--- src/rtl/lutram_fwft_fifo_pkg.sv ---
// Shared helpers for the LUT-RAM FWFT FIFO: address/pointer width derivation and parameter sanity.
package lutram_fwft_fifo_pkg;

  function automatic int unsigned clog2(input int unsigned value);
    int unsigned result;
    int unsigned span;
    result = 0;
    span   = 1;
    while (span < value) begin
      span   = span << 1;
      result = result + 1;
    end
    return result;
  endfunction

  // Pointers carry one extra wrap bit above the RAM address.
  function automatic int unsigned ptrWidth(input int unsigned addrWidth);
    return addrWidth + 1;
  endfunction

  function automatic bit paramsOk(input int unsigned depth,
                                  input int unsigned addrWidth,
                                  input int unsigned almostFull);
    return (depth >= 4) && ((depth & (depth - 1)) == 0) &&
           (addrWidth == clog2(depth)) && (almostFull <= depth);
  endfunction

endpackage

--- src/rtl/lutram_fwft_fifo_lut_ram_dp.sv ---
// Distributed dual-port storage: registered write port, asynchronous read port.
module lut_ram_dp
  import lutram_fwft_fifo_pkg::*;
#(
  parameter int unsigned pDepth = 16,
  parameter int unsigned pWidth = 8,
  parameter int unsigned pAddrW = clog2(pDepth)
) (
  input  logic              iCLK,
  input  logic [pWidth-1:0] iWD,
  input  logic [pAddrW-1:0] iWA,
  input  logic              iWE,
  input  logic [pAddrW-1:0] iRA,
  output logic [pWidth-1:0] oRD
);

  logic [pWidth-1:0] mem [pDepth];

  always_ff @(posedge iCLK) begin
    if (iWE) mem[iWA] <= iWD;
  end

  assign oRD = mem[iRA];

endmodule

--- src/rtl/lutram_fwft_fifo.sv ---
// First-word-fall-through FIFO over LUT RAM with fill level and registered flags.
// Optional sticky overflow/underflow outputs when LUTFIFO_ERR_FLAG_EN is defined.
module lutram_fwft_fifo
  import lutram_fwft_fifo_pkg::*;
#(
  parameter int unsigned pBuffDepth   = 16,
  parameter int unsigned pBitWidth    = 8,
  parameter int unsigned pAddrWidth   = 4,
  parameter int unsigned pAlmostFull  = 12,
  parameter int unsigned pAlmostEmpty = 2
) (
  input  logic                 iCLK,
  input  logic                 iRST,
  input  logic [pBitWidth-1:0] iWD,
  input  logic                 iWE,
  output logic                 oFLL,
  output logic                 oAFL,
  input  logic                 iRE,
  output logic [pBitWidth-1:0] oRD,
  output logic                 oEMP,
  output logic                 oAEP,
  output logic [pAddrWidth:0]  oCNT
`ifdef LUTFIFO_ERR_FLAG_EN
  ,
  output logic                 oOVF,
  output logic                 oUDF
`endif
);

  localparam int unsigned pPtrWidth = ptrWidth(pAddrWidth);

  if (!paramsOk(pBuffDepth, pAddrWidth, pAlmostFull)) begin : gBadParams
    $error("lutram_fwft_fifo: inconsistent depth/address/threshold parameters");
  end

  logic [pPtrWidth-1:0] wPtr, rPtr;
  logic [pPtrWidth-1:0] wPtrNxt, rPtrNxt, cntNxt;
  logic                 wrOk, rdOk;
  logic                 empNxt, fllNxt, aflNxt, aepNxt;

  // Accept rules; flags are registered, so there is no path from iWE/iRE to them.
  always_comb begin
    wrOk    = iWE & ~oFLL;
    rdOk    = iRE & ~oEMP;
    wPtrNxt = wPtr + pPtrWidth'(wrOk);
    rPtrNxt = rPtr + pPtrWidth'(rdOk);
    cntNxt  = oCNT + pPtrWidth'(wrOk) - pPtrWidth'(rdOk);
    empNxt  = (wPtrNxt == rPtrNxt);
    fllNxt  = (wPtrNxt[pAddrWidth-1:0] == rPtrNxt[pAddrWidth-1:0]) &&
              (wPtrNxt[pAddrWidth] != rPtrNxt[pAddrWidth]);
    aflNxt  = (cntNxt >= pPtrWidth'(pAlmostFull));
    aepNxt  = (cntNxt <= pPtrWidth'(pAlmostEmpty));
  end

  always_ff @(posedge iCLK) begin
    if (iRST) begin
      wPtr <= '0;
      rPtr <= '0;
      oCNT <= '0;
      oEMP <= 1'b1;
      oFLL <= 1'b0;
      oAFL <= 1'b0;
      oAEP <= 1'b1;
    end else begin
      wPtr <= wPtrNxt;
      rPtr <= rPtrNxt;
      oCNT <= cntNxt;
      oEMP <= empNxt;
      oFLL <= fllNxt;
      oAFL <= aflNxt;
      oAEP <= aepNxt;
    end
  end

`ifdef LUTFIFO_ERR_FLAG_EN
  // Sticky record of any dropped request since the last reset.
  always_ff @(posedge iCLK) begin
    if (iRST) begin
      oOVF <= 1'b0;
      oUDF <= 1'b0;
    end else begin
      if (iWE & oFLL) oOVF <= 1'b1;
      if (iRE & oEMP) oUDF <= 1'b1;
    end
  end
`endif

  lut_ram_dp #(
    .pDepth(pBuffDepth),
    .pWidth(pBitWidth),
    .pAddrW(pAddrWidth)
  ) uRam (
    .iCLK (iCLK),
    .iWD  (iWD),
    .iWA  (wPtr[pAddrWidth-1:0]),
    .iWE  (wrOk & ~iRST),
    .iRA  (rPtr[pAddrWidth-1:0]),
    .oRD  (oRD)
  );

endmodule

--- config.mk ---
export PLATFORM = sky130hd
export DESIGN_NAME = lutram_fwft_fifo
export DESIGN_NICKNAME = d
export VERILOG_FILES = /design/src/rtl/lutram_fwft_fifo_pkg.sv /design/src/rtl/lutram_fwft_fifo_lut_ram_dp.sv /design/src/rtl/lutram_fwft_fifo.sv
export SDC_FILE = /design/constraint.sdc
export NUM_CORES = 1
export LEC_CHECK = 0
export ABC_AREA = 0
export CORE_ASPECT_RATIO = 1.25
export CORE_UTILIZATION = 25
export DETAILED_ROUTE_END_ITERATION = 10
export PLACE_DENSITY = 0.42
export SETUP_SLACK_MARGIN = 0.1
export SYNTH_ARGS = -nofsm -noshare
export SYNTH_HDL_FRONTEND = slang
export SYNTH_SLANG_ARGS = --single-unit
export TNS_END_PERCENT = 5
--- constraint.sdc ---
create_clock -name iCLK -period 3.1 [get_ports iCLK]
set_input_delay 0.62 -clock iCLK [delete_from_list [all_inputs] [get_ports iCLK]]
set_output_delay 0.62 -clock iCLK [all_outputs]
set_load 0.02 [all_outputs]
Word level (Yosys, flattened, before mapping):

Memories as Yosys holds them, arrays and structs flattened. A register that Yosys moved wholly into a read port is not among the register bits.
Cells that the tools add are included.

* add/subtract/negate cells: 4
* magnitude comparators: 2
* equality and inequality tests: 3
* mux-type cells: 3
* bitwise logic cells: 6
* reductions and logical operators: 1

Operators with widths (count)
* 5-bit by 1-bit adder with 5-bit output: 3
* 5-bit == test: 1
* 5-bit by 4-bit >= comparator with 1-bit output (second input constant): 1
* 5-bit by 2-bit less-or-equal comparator with 1-bit output (second input constant): 1
* 5-bit by 1-bit subtractor with 5-bit output: 1
* 4-bit == test: 1
* 4-bit 2-to-1 mux: 1
* 1-bit AND: 3
* 1-bit inverter: 3
* 1-bit 2-to-1 mux: 2
* 1-bit logical AND: 1
* 1-bit != test: 1

* bits in registers: 19
* memory bits (writable): 128
* input bits: 12
* output and inout bits: 17
* word-level logic and storage cells: 27
* memories: 1

Memory list
* uRam.mem: depth 16, width 8, read ports 1, clocked after memory_dff 1, wr ports 1, line lutram_fwft_fifo_lut_ram_dp.sv:17 `logic [pWidth-1:0] mem [pDepth];`

Longest topological paths before layout:

* depth after elaboration: 5
* mapped depth: 9
* depth with buffers taken out: 8

By module:

From an unflattened synthesis, not the netlist that was laid out.

* cell total of the unflattened synthesis: 315
* area, all modules: 5953.2 µm²

Modules (own cells, without submodules)
* lut_ram_dp: instances 1, cells an instance 221, area an instance 4987.3 µm², seq. area each 3843.7 µm²
* lutram_fwft_fifo: instances 1, cells an instance 94, area an instance 965.9 µm², seq. area each 380.4 µm²

Worst setup path after synthesis:

OpenSTA, ideal clock, no wires.

* path kind: input to register
* start: in iRE
* end: reg oAEP
* arrival time: 2.301 ns
* setup slack: 0.682 ns
* stages: 9
* path buffers: 1
* cell sequence: nor2b_1 clkbuf_1 xnor2_1 ha_1 fa_1 a21o_1 a21oi_1 xnor2_1 a41o_1

* cells in the longest elaborated chain, start to end: 3

RTL lines
* start, declared: line lutram_fwft_fifo.sv:18 `input logic iRE,`
* 1-bit AND: line lutram_fwft_fifo.sv:44 `rdOk = iRE & ~oEMP;`
* 5-bit by 1-bit subtractor with 5-bit output: line lutram_fwft_fifo.sv:47 `cntNxt = oCNT + pPtrWidth'(wrOk) - pPtrWidth'(rdOk);`
* 5-bit by 2-bit less-or-equal comparator with 1-bit output: line lutram_fwft_fifo.sv:52 `aepNxt = (cntNxt <= pPtrWidth'(pAlmostEmpty));`
* end signal, assigned: line lutram_fwft_fifo.sv:71 `oAEP <= aepNxt;`
* end, declared: line lutram_fwft_fifo.sv:21 `output logic oAEP,`

Every way passes these cells.
A chain may end at the register's enable or synchronous reset.

==> impl_metrics.prom <==
# TYPE chip_impl_metric gauge
chip_impl_info{name="run_status",value="finished, final reports clean"} 1
chip_impl_metric{name="synthesis.instances",unit=""} 346
chip_impl_metric{name="drive_above_1_share",unit="%"} 20.29
chip_impl_metric{name="report.final.slew_viol_count",unit=""} 0
chip_impl_info{name="setup_repair_after_global_routing_missed_its_margin",value="yes"} 1
chip_impl_metric{name="yosysSeqAreaShare",unit="%"} 71.27
chip_impl_metric{name="ys_ff_latch",unit=""} 147
chip_impl_metric{name="gp_routability_congestion",unit=""} 0.7169
chip_impl_info{name="synthTopCellsByCount",value="sky130_fd_sc_hd__edfxtp_1, sky130_fd_sc_hd__mux2i_1, sky130_fd_sc_hd__nor2_1, sky130_fd_sc_hd__dfxtp_1"} 1
chip_impl_metric{name="grt_remaining_overflow",unit=""} 0
chip_impl_metric{name="detail_route.wirelength",unit="µm"} 12800
chip_impl_metric{name="fillcell_total",unit=""} 2283
chip_impl_metric{name="cts.sinks",unit=""} 147
chip_impl_info{name="hold-path-endpoint",value="wPtr[4]"} 1
chip_impl_metric{name="dieArea",unit="µm²"} 24330
chip_impl_metric{name="ioPinCount",unit=""} 29
chip_impl_info{name="hold_class",value="flip-flop to flip-flop"} 1
chip_impl_metric{name="synth.lib_cells_used.distinct",unit=""} 36
chip_impl_metric{name="grt_start_max_net_pins",unit=""} 24
chip_impl_metric{name="std_cell_rows",unit=""} 62
chip_impl_metric{name="final_antenna_violating_net_count",unit=""} 0
chip_impl_metric{name="syn2layout_area_growth",unit="%"} 23.64
chip_impl_metric{name="setup.reg_to_reg.worst_slack",unit="ns"} 0.98
chip_impl_metric{name="fp.coreArea",unit="µm²"} 23120
chip_impl_info{name="reg2reg_to",value="oAEP"} 1
chip_impl_metric{name="final.setup_skew",unit="ns"} 0.008423
chip_impl_info{name="cts_tree",value="done"} 1
chip_impl_metric{name="die_w",unit="µm"} 139.7
chip_impl_metric{name="cts.path.max_buffers",unit=""} 2
chip_impl_metric{name="insertion_delay",unit="ns"} 0.42
chip_impl_metric{name="antenna-diode-count",unit=""} 0
chip_impl_metric{name="holdPathStages",unit=""} 2
chip_impl_info{name="worstSetupPathType",value="flip-flop to primary output"} 1
chip_impl_metric{name="clkSlewWorstSetupHoldPaths",unit="ns"} 0.06
chip_impl_metric{name="h_tree_depth",unit=""} 4
chip_impl_metric{name="report.power.total",unit="W"} 0.005020
chip_impl_metric{name="post_synth_fa_ha_maj_area_fraction",unit="%"} 1.815
chip_impl_info{name="synth_flop_cell",value="sky130_fd_sc_hd__edfxtp_1"} 1
chip_impl_metric{name="post_drt_via_cell_ratio",unit=""} 4.417
chip_impl_metric{name="final-hold-violation-count",unit=""} 0
chip_impl_metric{name="setup_total_negative_slack",unit="ns"} 0
chip_impl_metric{name="antenna_violations_before_repair",unit=""} 0
chip_impl_metric{name="portion_of_the_clock_cycle_consumed_by_the_worst_path_in_the_final_layout",unit="%"} 98.64
chip_impl_metric{name="dp_hpwl",unit="µm"} 8919
chip_impl_metric{name="max-cap-violations",unit=""} 0
chip_impl_info{name="synthDominantAreaCellType",value="sky130_fd_sc_hd__edfxtp_1"} 1
chip_impl_metric{name="postLayoutCoreUtil",unit="%"} 31.70
chip_impl_info{name="r2r-start",value="oFLL"} 1
chip_impl_metric{name="synthesized_nets",unit=""} 366
chip_impl_info{name="min-delay-start",value="wPtr[4]"} 1
chip_impl_metric{name="clock.fmax",unit="GHz"} 0.3270
chip_impl_metric{name="fin_crit",unit="ns"} 3.058
chip_impl_metric{name="worst-path-max-fanout",unit=""} 16
chip_impl_info{name="worst_setup_path_end_kind",value="primary output"} 1
chip_impl_metric{name="first_global_vias",unit=""} 3420
chip_impl_metric{name="layout.cells.non_filler",unit=""} 707
chip_impl_metric{name="report.final.setup_viol",unit=""} 0
chip_impl_metric{name="num_vias",unit=""} 3123
chip_impl_metric{name="static_power_due_to_leakage",unit="nW"} 2.443
chip_impl_metric{name="cp_data_required_time",unit="ns"} 2.48
chip_impl_metric{name="post_synth.cell_area_avg",unit="µm²"} 17.13
chip_impl_metric{name="relSlewSlack",unit="%"} 58.62
chip_impl_metric{name="grt_pass1_wl",unit="µm"} 20210
chip_impl_metric{name="cell_area_power_density",unit="nW/µm²"} 685.0
chip_impl_info{name="synth_top_family_by_area",value="multiplexers"} 1
chip_impl_metric{name="synth-compound-area-share",unit="%"} 4.877
chip_impl_metric{name="dp_cells",unit=""} 676
chip_impl_metric{name="final_stage_net_count",unit=""} 427
chip_impl_metric{name="synth-async-reset-ratio",unit="%"} 0
chip_impl_metric{name="cts_made_buffers",unit=""} 17
chip_impl_metric{name="post_synth_mux_area_share",unit="%"} 11.48
chip_impl_metric{name="portBuffers",unit=""} 28
chip_impl_metric{name="start_util",unit="%"} 25.64
chip_impl_metric{name="synthSimpleGateAreaFrac",unit="%"} 5.193
chip_impl_info{name="type_of_element_launching_the_critical_path",value="flip-flop"} 1
chip_impl_info{name="startpoint_of_the_worst_setup_timing_path",value="rPtr[2]"} 1
chip_impl_metric{name="drcViolationCount",unit=""} 0
chip_impl_metric{name="first_iter_violations",unit=""} 156
chip_impl_metric{name="post_synth_edffs",unit=""} 128
chip_impl_metric{name="synthXorXnorAreaFrac",unit="%"} 2.977
chip_impl_metric{name="synthesis.area",unit="µm²"} 5927
chip_impl_metric{name="synth-warning-count",unit=""} 0
chip_impl_info{name="ctsRootBufferMaster",value="sky130_fd_sc_hd__clkbuf_16"} 1
chip_impl_metric{name="detail_route.wl_per_cell",unit="µm"} 18.10
chip_impl_metric{name="post_cts.repair.setup_buffers",unit=""} 0
chip_impl_metric{name="synth_top_area_share",unit="%"} 64.85
chip_impl_info{name="yosys-top-cells-area",value="sky130_fd_sc_hd__edfxtp_1, sky130_fd_sc_hd__dfxtp_1, sky130_fd_sc_hd__mux4_2, sky130_fd_sc_hd__mux2i_1, sky130_fd_sc_hd__a221oi_1"} 1
chip_impl_metric{name="drt-pass1-iter-count",unit=""} 4
chip_impl_info{name="most_numerous_cell_in_the_yosys_netlist",value="sky130_fd_sc_hd__edfxtp_1"} 1
chip_impl_metric{name="worst_r2r_path_depth",unit=""} 8
chip_impl_metric{name="critical_path_arrival",unit="ns"} 2.44
chip_impl_metric{name="worstMarginPinSlew",unit="ns"} 0.6187
chip_impl_metric{name="die_height",unit="µm"} 174.1
chip_impl_metric{name="global_router_s_overall_resource_usage",unit="%"} 11.51
chip_impl_metric{name="vdd_drop_max",unit="V"} 0.0004303
-- stage by stage --
step / setup slack [ns] / area [µm²] / hold slack [ns]
CTS: 0.01314 / 7302 / 0.5265
floorplan: 0.6823 / 5927 / 0.4855
detailed placement: 0.2299 / 6729 / 0.5110
finish: 0.04213 / 7328 / 0.5199
global route: -0.06958 / 7328 / 0.5451
global placement: 0.2431 / 6729 / 0.5018
-- flip-flops by register name (all words and copies together) (netlist names) --
register  cells
oCNT          5
oAFL          1
rPtr          5
uRam.mem    128
wPtr          5
oAEP          1
oEMP          1
oFLL          1
-- critical path, cell delays in order (launching register included) --
cell	delay, ns
sky130_fd_sc_hd__dfxtp_1	0.39
sky130_fd_sc_hd__nor2b_1	0.17
sky130_fd_sc_hd__buf_4	0.21
sky130_fd_sc_hd__a221oi_1	0.42
sky130_fd_sc_hd__a22oi_1	0.13
sky130_fd_sc_hd__nand2_1	0.10
sky130_fd_sc_hd__clkdlybuf4s50_1	0.60
-- metal layers --
layer  wire length (µm)  global-route usage, %  vias to the layer above
met5                  0                      0                        -
met4                151                  4.258                        0
met3                446                  2.975                       12
met2               6512                  19.54                       61
met1               5687                  13.99                     1582
li1                   -                      -                     1468
-- how the worst max path moves through the flow --
stage	slack (ns)	depth (start not counted)	end
floorplan	0.68	9	oAEP
global placement	0.24	9	oAEP
detailed placement	0.23	9	oAEP
CTS	0.01	5	oRD[0]
global route	-0.07	6	oRD[4]
finish	0.04	6	oRD[3]
-- where the power goes --
part           total, W  leakage (nW)  internal, W  switching [W]
clock           0.00200         0.275      0.00125       0.000753
combinational  0.000769         0.858     0.000375       0.000394
sequential      0.00225          1.31      0.00221      0.0000370
total           0.00502          2.44      0.00384        0.00118
-- what timing repair did --
| action | CTS | global route |
|---|---|---|
| endpoints found under the hold margin | 0 | 0 |
| hold buffers | 0 | 0 |
| endpoints found under the setup margin | 8 | 7 |
| resized for setup | 2 | 6 |
-- cell families after synthesis --
| group | after synthesis |
|---|---|
| flip-flops | 147 |
| AND/OR/NAND/NOR | 61 |
| multiplexers | 48 |
| AO/OA/AOI/OAI | 39 |
| buffers and inverters | 26 |
| XOR/XNOR | 17 |
| adder cells (fa/ha/maj) | 8 |
-- cell usage in the layout, fill, tap and decap left out, drive strengths merged --
cell | netlist | routed
a21o | 2 | 2
a21oi | 2 | 2
a221oi | 16 | 16
a22oi | 8 | 8
a41o | 1 | 1
and2 | 2 | 2
and3 | 1 | 1
buf | 14 | 33
bufinv | 0 | 3
clkbuf | 5 | 19
clkdlybuf4s50 | 0 | 24
clkinv | 0 | 7
clkinvlp | 0 | 2
dfxtp | 19 | 19
dlygate4sd2 | 0 | 1
dlymetal6s2s | 0 | 3
edfxtp | 128 | 128
fa | 1 | 1
ha | 7 | 7
inv | 7 | 7
mux2i | 32 | 32
mux4 | 16 | 16
nand2 | 13 | 13
nand2b | 5 | 5
nand3 | 4 | 4
nor2 | 21 | 21
nor2b | 7 | 7
nor3 | 5 | 5
nor3b | 1 | 1
nor4b | 1 | 1
o21ai | 8 | 8
o22ai | 1 | 1
o31ai | 1 | 1
or2 | 1 | 1
xnor2 | 9 | 9
xnor3 | 2 | 2
xor2 | 6 | 6
-- cell type report --
type	count	area [µm²]	share of cell area [%]
timing repair buffer	61	559.3	7.632
inverter	7	26.28	0.3585
clock buffer	19	432.9	5.907
sequential	147	4229	57.71
clock inverter	12	140.1	1.912
tap	288	360.3	4.917
multi-input combinational	173	1580	21.56
Note: power is estimated with default switching activity, not from simulation.
